`src/rtl/lock_pkg.sv`:
```
// Shared definitions for the lock supervisor: state codes (also used by the
// register map) and the fixed relock-reset pulse length.
package lock_pkg;

    typedef enum logic [2:0] {
        ST_DISABLED = 3'd0,
        ST_ACQUIRE  = 3'd1,
        ST_LOCKED   = 3'd2,
        ST_HOLDOFF  = 3'd3,
        ST_RELOCK   = 3'd4,
        ST_RETRY    = 3'd5,
        ST_FAULT    = 3'd6
    } lock_state_t;

    localparam int unsigned RETRY_LEN = 4;

endpackage

```
`src/rtl/lock_supervisor_win_qualifier.sv`:
```
// Window compare with registered result and a consecutive-sample counter that
// flags the Nth qualifying sample (target 0 is treated as 1).
module win_qualifier #(
    parameter int R  = 14,
    parameter int CW = 20
) (
    input  logic                clk,
    input  logic                rst,
    input  logic                clr,
    input  logic                load1,
    input  logic                pol,
    input  logic signed [R-1:0] lock_sig,
    input  logic signed [R-1:0] th_lo,
    input  logic signed [R-1:0] th_hi,
    input  logic [CW-1:0]       target,
    output logic                in_win_r,
    output logic                tc
);

    logic          in_win;
    logic          qual;
    logic [CW-1:0] qcnt;
    logic [CW-1:0] target_eff;

    assign in_win     = (th_lo <= lock_sig) && (lock_sig <= th_hi);
    assign qual       = pol ? in_win_r : !in_win_r;
    assign target_eff = (target == '0) ? CW'(1) : target;
    assign tc         = qual && (({1'b0, qcnt} + (CW+1)'(1)) >= {1'b0, target_eff});

    always_ff @(posedge clk) begin
        if (rst) begin
            in_win_r <= 1'b0;
            qcnt     <= '0;
        end else begin
            in_win_r <= in_win;
            // load1 seeds the count with the sample that triggered the state change
            if (load1)
                qcnt <= CW'(1);
            else if (clr || !qual)
                qcnt <= '0;
            else if (qcnt != '1)
                qcnt <= qcnt + CW'(1);
        end
    end

endmodule

```
`src/rtl/lock_supervisor.sv`:
```
// Lock supervisor FSM: qualifies lock/loss, drives the relock engine, bounds
// retries. Optional loss statistics under LOCK_SUPERVISOR_STATS_EN.
module lock_supervisor
    import lock_pkg::*;
#(
    parameter int R  = 14,
    parameter int CW = 20
) (
    input  logic                clk,
    input  logic                rst,
    input  logic                enable,
    input  logic signed [R-1:0] lock_sig,
    input  logic signed [R-1:0] th_lo,
    input  logic signed [R-1:0] th_hi,
    input  logic [CW-1:0]       holdoff,
    input  logic [CW-1:0]       settle,
    input  logic [3:0]          max_retries,
    input  logic                relock_fail,
    output logic                out_of_lock,
    output logic                relock_reset,
    output logic                pid_enable,
    output logic                fault,
    output logic [2:0]          state,
    output logic [3:0]          retry_cnt,
    output logic [15:0]         lock_lost_cnt
);

    localparam int unsigned RT_W = $clog2(RETRY_LEN);

    lock_state_t   state_q, state_next;
    logic          in_win_r, tc;
    logic          q_clr, q_load1, q_pol;
    logic [CW-1:0] q_target;
    logic          fail_q, fail_qq, fail_rise;
    logic [RT_W-1:0] rtimer;
    logic          retry_inc, retry_clr, lost_inc;

    assign q_pol    = (state_q != ST_HOLDOFF);
    assign q_target = (state_q == ST_HOLDOFF) ? holdoff : settle;
    assign q_clr    = (state_next != state_q);
    assign q_load1  = (state_q == ST_LOCKED) && (state_next == ST_HOLDOFF);

    win_qualifier #(.R(R), .CW(CW)) u_qual (
        .clk      (clk),
        .rst      (rst),
        .clr      (q_clr),
        .load1    (q_load1),
        .pol      (q_pol),
        .lock_sig (lock_sig),
        .th_lo    (th_lo),
        .th_hi    (th_hi),
        .target   (q_target),
        .in_win_r (in_win_r),
        .tc       (tc)
    );

    assign fail_rise = fail_q && !fail_qq;

    always_comb begin
        state_next = state_q;
        retry_inc  = 1'b0;
        retry_clr  = 1'b0;
        lost_inc   = 1'b0;
        case (state_q)
            ST_DISABLED: if (enable) state_next = ST_ACQUIRE;
            ST_ACQUIRE:  if (tc) state_next = ST_LOCKED;
            ST_LOCKED: begin
                // A one-sample holdoff is already satisfied by the first loss sample
                if (!in_win_r) begin
                    if (holdoff <= CW'(1)) begin
                        state_next = ST_RELOCK;
                        retry_clr  = 1'b1;
                        lost_inc   = 1'b1;
                    end else begin
                        state_next = ST_HOLDOFF;
                    end
                end
            end
            ST_HOLDOFF: begin
                if (in_win_r) begin
                    state_next = ST_LOCKED;
                end else if (tc) begin
                    state_next = ST_RELOCK;
                    retry_clr  = 1'b1;
                    lost_inc   = 1'b1;
                end
            end
            ST_RELOCK: begin
                if (tc) begin
                    state_next = ST_LOCKED;
                    retry_clr  = 1'b1;
                end else if (fail_rise) begin
                    state_next = (retry_cnt == max_retries) ? ST_FAULT : ST_RETRY;
                end
            end
            ST_RETRY: begin
                if (rtimer == RT_W'(RETRY_LEN - 1)) begin
                    state_next = ST_RELOCK;
                    retry_inc  = 1'b1;
                end
            end
            ST_FAULT: state_next = ST_FAULT;
            default:  state_next = ST_DISABLED;
        endcase
        if (!enable) begin
            state_next = ST_DISABLED;
            retry_inc  = 1'b0;
            retry_clr  = 1'b0;
            lost_inc   = 1'b0;
        end
    end

    always_ff @(posedge clk) begin
        if (rst) begin
            state_q   <= ST_DISABLED;
            fail_q    <= 1'b0;
            fail_qq   <= 1'b0;
            rtimer    <= '0;
            retry_cnt <= '0;
        end else begin
            state_q <= state_next;
            fail_q  <= relock_fail;
            fail_qq <= fail_q;
            rtimer  <= (state_q == ST_RETRY) ? rtimer + RT_W'(1) : '0;
            if (retry_clr)
                retry_cnt <= '0;
            else if (retry_inc)
                retry_cnt <= retry_cnt + 4'd1;
        end
    end

`ifdef LOCK_SUPERVISOR_STATS_EN
    logic [15:0] lost_cnt_q;
    always_ff @(posedge clk) begin
        if (rst)
            lost_cnt_q <= '0;
        else if (lost_inc && (lost_cnt_q != 16'hFFFF))
            lost_cnt_q <= lost_cnt_q + 16'd1;
    end
    assign lock_lost_cnt = lost_cnt_q;
`else
    logic unused_lost_inc;
    assign unused_lost_inc = lost_inc;
    assign lock_lost_cnt   = '0;
`endif

    assign state        = state_q;
    assign out_of_lock  = (state_q == ST_RELOCK) || (state_q == ST_RETRY);
    assign pid_enable   = (state_q == ST_ACQUIRE) || (state_q == ST_LOCKED) ||
                          (state_q == ST_HOLDOFF) || (state_q == ST_RELOCK) ||
                          (state_q == ST_RETRY);
    // relock_reset is released by rst without waiting for the clock edge
    assign relock_reset = (state_q == ST_RETRY) && !rst;
    assign fault        = (state_q == ST_FAULT);

endmodule
```
`config.mk`:
```
export PLATFORM = sky130hd
export DESIGN_NAME = lock_supervisor
export DESIGN_NICKNAME = d
export VERILOG_FILES = /design/src/rtl/lock_pkg.sv /design/src/rtl/lock_supervisor_win_qualifier.sv /design/src/rtl/lock_supervisor.sv
export SDC_FILE = /design/constraint.sdc
export NUM_CORES = 1
export LEC_CHECK = 0
export CAP_MARGIN = 20
export CORE_ASPECT_RATIO = 1.2
export CORE_MARGIN = 2
export CORE_UTILIZATION = 30
export DETAILED_ROUTE_END_ITERATION = 10
export PLACE_DENSITY = 0.56
export SLEW_MARGIN = 15
export SYNTH_ARGS = -nofsm -noshare
export SYNTH_HDL_FRONTEND = slang
export SYNTH_SLANG_ARGS = --single-unit
export TNS_END_PERCENT = 5
```
`constraint.sdc`:
```
create_clock -name clk -period 4.7 [get_ports clk]
set_clock_uncertainty 0.05 [all_clocks]
set_input_delay 0.705 -clock clk [delete_from_list [all_inputs] [get_ports clk]]
set_output_delay 0.705 -clock clk [all_outputs]
set_load 0.005 [all_outputs]
```
==> impl_metrics.yaml <==
finish:
  synth_to_layout_area_growth_pct: 38.3
  finish.net_count: 681
  drive_above_1_share_pct: 4.44
  antenna_diode_instance_count: 0
synth:
  ys.flop_type: "sky130_fd_sc_hd__dfxtp_1"
  yosys.area.top_type_share_pct: 19.0
  synth_cell_types: 55
  synth_top_cells_by_count: "sky130_fd_sc_hd__nor2_1, sky130_fd_sc_hd__ha_1, sky130_fd_sc_hd__inv_1, sky130_fd_sc_hd__dfxtp_1, sky130_fd_sc_hd__nand2_1"
  synth.cell_area_um2: 3370
  syn_area_per_cell_um2: 7.72
  syn_inst: 437
  synthArstFlopShare_pct: 0
  edff_count_synth: 0
  synth_warnings: 0
  synth_area_leaders: "sky130_fd_sc_hd__dfxtp_1, sky130_fd_sc_hd__ha_1, sky130_fd_sc_hd__nor2_1"
  ys_seq_area_share_pct: 19.0
  yosys_register_bits: 32
  synthMostInstantiatedCell: "sky130_fd_sc_hd__nor2_1"
  synth_largest_area_cell: "sky130_fd_sc_hd__dfxtp_1"
setup_path:
  worst_path_most_repeated_cell: "sky130_fd_sc_hd__o31ai_1"
  arrival_ns: 4.47
  critical_path.cell_chain: "nand3b_1 -> buf_4 -> mux2i_1 -> nand4_1 -> or3_1 -> o31ai_1 -> ha_1 -> nand2b_1 -> a211oi_1 -> o21ai_0 -> a21oi_1 -> nand2_1 -> o31ai_1 -> nand3_4 -> o21ba_1"
  critical_path_class: "register to register"
  worst_setup_path_end_kind: "register"
  critPathSlowestCell: "sky130_fd_sc_hd__o31ai_1"
  worstPathRequired_ns: 4.87
  crit_path_max_incr_delay_ns: 0.41
  worst-path-max-fanout: 22
  critPathBufInv: 1
  start_kind: "register"
  critical-path-top-delay-family: "compound AO/OA/AOI/OAI gates"
sta:
  period_utilization_pct: 91.5
  maxSlewHeadroom_pct: 66.4
  max_slew.worst_pin.slew_ns: 0.492
  clock.fmax_ghz: 0.233
  timing_max_transition_violations_final: 0
  report.final.hold_viol_count: 0
  final-setup-viol-count: 0
  setup_tns_ns: 0
  rsz_0062_raised_after_global_routing: "no"
  final.hold.worst_slack_ns: 0.410
  period_minus_slack_ns: 4.30
min_path:
  timing.hold.worst.class: "register to register"
pwr:
  internal_power_uw: 636
  net-switching-power_uw: 197
  ir_worst_vdd_mv: 0.123
  power_frac_comb_pct: 22.9
  pwr-share-seq_pct: 33.1
  p_leak_nw: 2.15
  swShare_pct: 23.7
  clock_network_power_share_pct: 44.0
  power_density_nw_per_um2: 179
drt:
  detail-route-antenna-nets: 0
  finalWirelength_um: 9320
  vias: 3319
  dr_pass1_iterations: 4
  avgViaCountPerCell: 4.93
  detail_route.iter0.violations: 82
  remaining_drc_errors: 0
  avgRoutedWirePerCell_um: 13.8
run_status:
  outcome: "completed"
cts:
  htree_num_levels: 2
  cts_setup_buffers: 0
  skew_pair_late_insertion_delay_ns: 0.28
  tritoncts: "built"
  clk_transition_reported_paths_ns: 0.05
  master_cell_of_the_clock_root_buffer: "sky130_fd_sc_hd__clkbuf_16"
  total_cts_buffers: 5
  clk_path_buf_depth: 2
  cts_hold_repair.buffers: 0
  clock_sink_count: 32
global_routing:
  grt_pass1_wl_um: 15000
  grt_usage_pct: 15.3
  largest_net_degree_at_the_start_of_global_routing: 23
  global_route.overflow_total: 0
  via_count_of_the_first_global_routing_pass: 3352
  number_of_antenna_violations_at_the_first_check_in_global_routing: 0
floorplan:
  die_width_um: 101
  ios: 117
  die_height_um: 120
  die-area_um2: 12100
  initial_core_util_pct: 30.7
  core_um2: 11000
  rows: 42
job:
  maxCapViolCount: 0
placement:
  io_buffers: 100
  routabilityCongestion: 0.877
  dp_hpwl_um: 7990
[worst register-to-register path, stage by stage, from the launching register on]
cell	delay [ns]
sky130_fd_sc_hd__dfxtp_1	0.32
sky130_fd_sc_hd__nand3b_1	0.10
sky130_fd_sc_hd__buf_4	0.34
sky130_fd_sc_hd__mux2i_1	0.33
sky130_fd_sc_hd__nand4_1	0.12
sky130_fd_sc_hd__or3_1	0.38
sky130_fd_sc_hd__o31ai_1	0.29
sky130_fd_sc_hd__ha_1	0.28
sky130_fd_sc_hd__nand2b_1	0.14
sky130_fd_sc_hd__a211oi_1	0.22
sky130_fd_sc_hd__o21ai_0	0.18
sky130_fd_sc_hd__a21oi_1	0.33
sky130_fd_sc_hd__nand2_1	0.20
sky130_fd_sc_hd__o31ai_1	0.41
sky130_fd_sc_hd__nand3_4	0.28
sky130_fd_sc_hd__o21ba_1	0.30
[per-layer routing]
| metal | vias to the layer above | GRT usage [%] | wire length (um) |
|---|---|---|---|
| met5 | - | 0 | 0 |
| met4 | 0 | 3.85 | 133 |
| met3 | 13 | 3.53 | 663 |
| met2 | 112 | 29.5 | 4790 |
| met1 | 1481 | 16.6 | 3740 |
| li1 | 1713 | - | - |
[metrics by stage]
step	instance area, um2	utilization (%)	power [mW]	cells	worst slack, ns
final	4670	42.5	0.833	673	0.401
after global routing	4670	42.5	0.879	673	0.0457
after floorplan	3430	-	0.375	452	0.552
after CTS	4660	42.4	0.844	673	0.324
after detailed placement	4490	40.9	0.473	665	0.110
after global placement	4490	40.9	0.470	665	0.197
[logic make-up after synthesis]
family	share of synthesized area, %
compound gates	14.9
xor+xnor	7.27
fa+ha+maj	18.9
buf+inv	9.60
flops	19.0
mux	6.23
other cells	0.111
simple gates	24.0
[area by class of cell]
class | count | area [um2]
fillers | 1134 | 6320
multi-input cells | 353 | 2470
flip-flops and latches | 32 | 641
well taps | 132 | 165
clock inverters | 3 | 42.5
inverters | 38 | 143
clock buffers | 5 | 125
repair buffers | 110 | 1080
[cells in the final DEF (no fill, tap or decap), types with 19 or more instances in the layout]
| master | n |
|---|---|
| sky130_fd_sc_hd__nand2_1 | 24 |
| sky130_fd_sc_hd__inv_1 | 38 |
| sky130_fd_sc_hd__mux2i_1 | 21 |
| sky130_fd_sc_hd__clkdlybuf4s50_1 | 100 |
| sky130_fd_sc_hd__a21oi_1 | 19 |
| sky130_fd_sc_hd__ha_1 | 51 |
| sky130_fd_sc_hd__nor2_1 | 60 |
| sky130_fd_sc_hd__dfxtp_1 | 32 |
[final timing paths]
kind	from	to	slack [ns]	cells after the start
worst max-delay path	state[2]	u_qual.qcnt[15]	0.40	15
worst min-delay path	rtimer[0]	rtimer[0]	0.41	1
worst max register to register	state[2]	u_qual.qcnt[15]	0.40	15
worst min register to register	rtimer[0]	rtimer[0]	0.41	1
[state kept, by name, summed over array words and instances, names as in the netlist]
name             flops
u_qual.qcnt         20
retry_cnt            4
state                3
rtimer               2
fail_q               1
fail_qq              1
u_qual.in_win_r      1
[power by group through the flow]
stage | combinational (mW) | sequential [mW] | clock (mW)
floorplan | 0.0940 | 0.281 | 0
global placement | 0.188 | 0.282 | 0
detailed placement | 0.191 | 0.282 | 0
CTS | 0.192 | 0.276 | 0.375
global route | 0.213 | 0.276 | 0.390
finish | 0.191 | 0.276 | 0.366
[repair_timing]
action	in CTS	in global routing
endpoints found under the setup margin	0	4
endpoints found under the hold margin	0	0
resized for setup	0	1
Note: power is estimated with default switching activity, not from simulation.
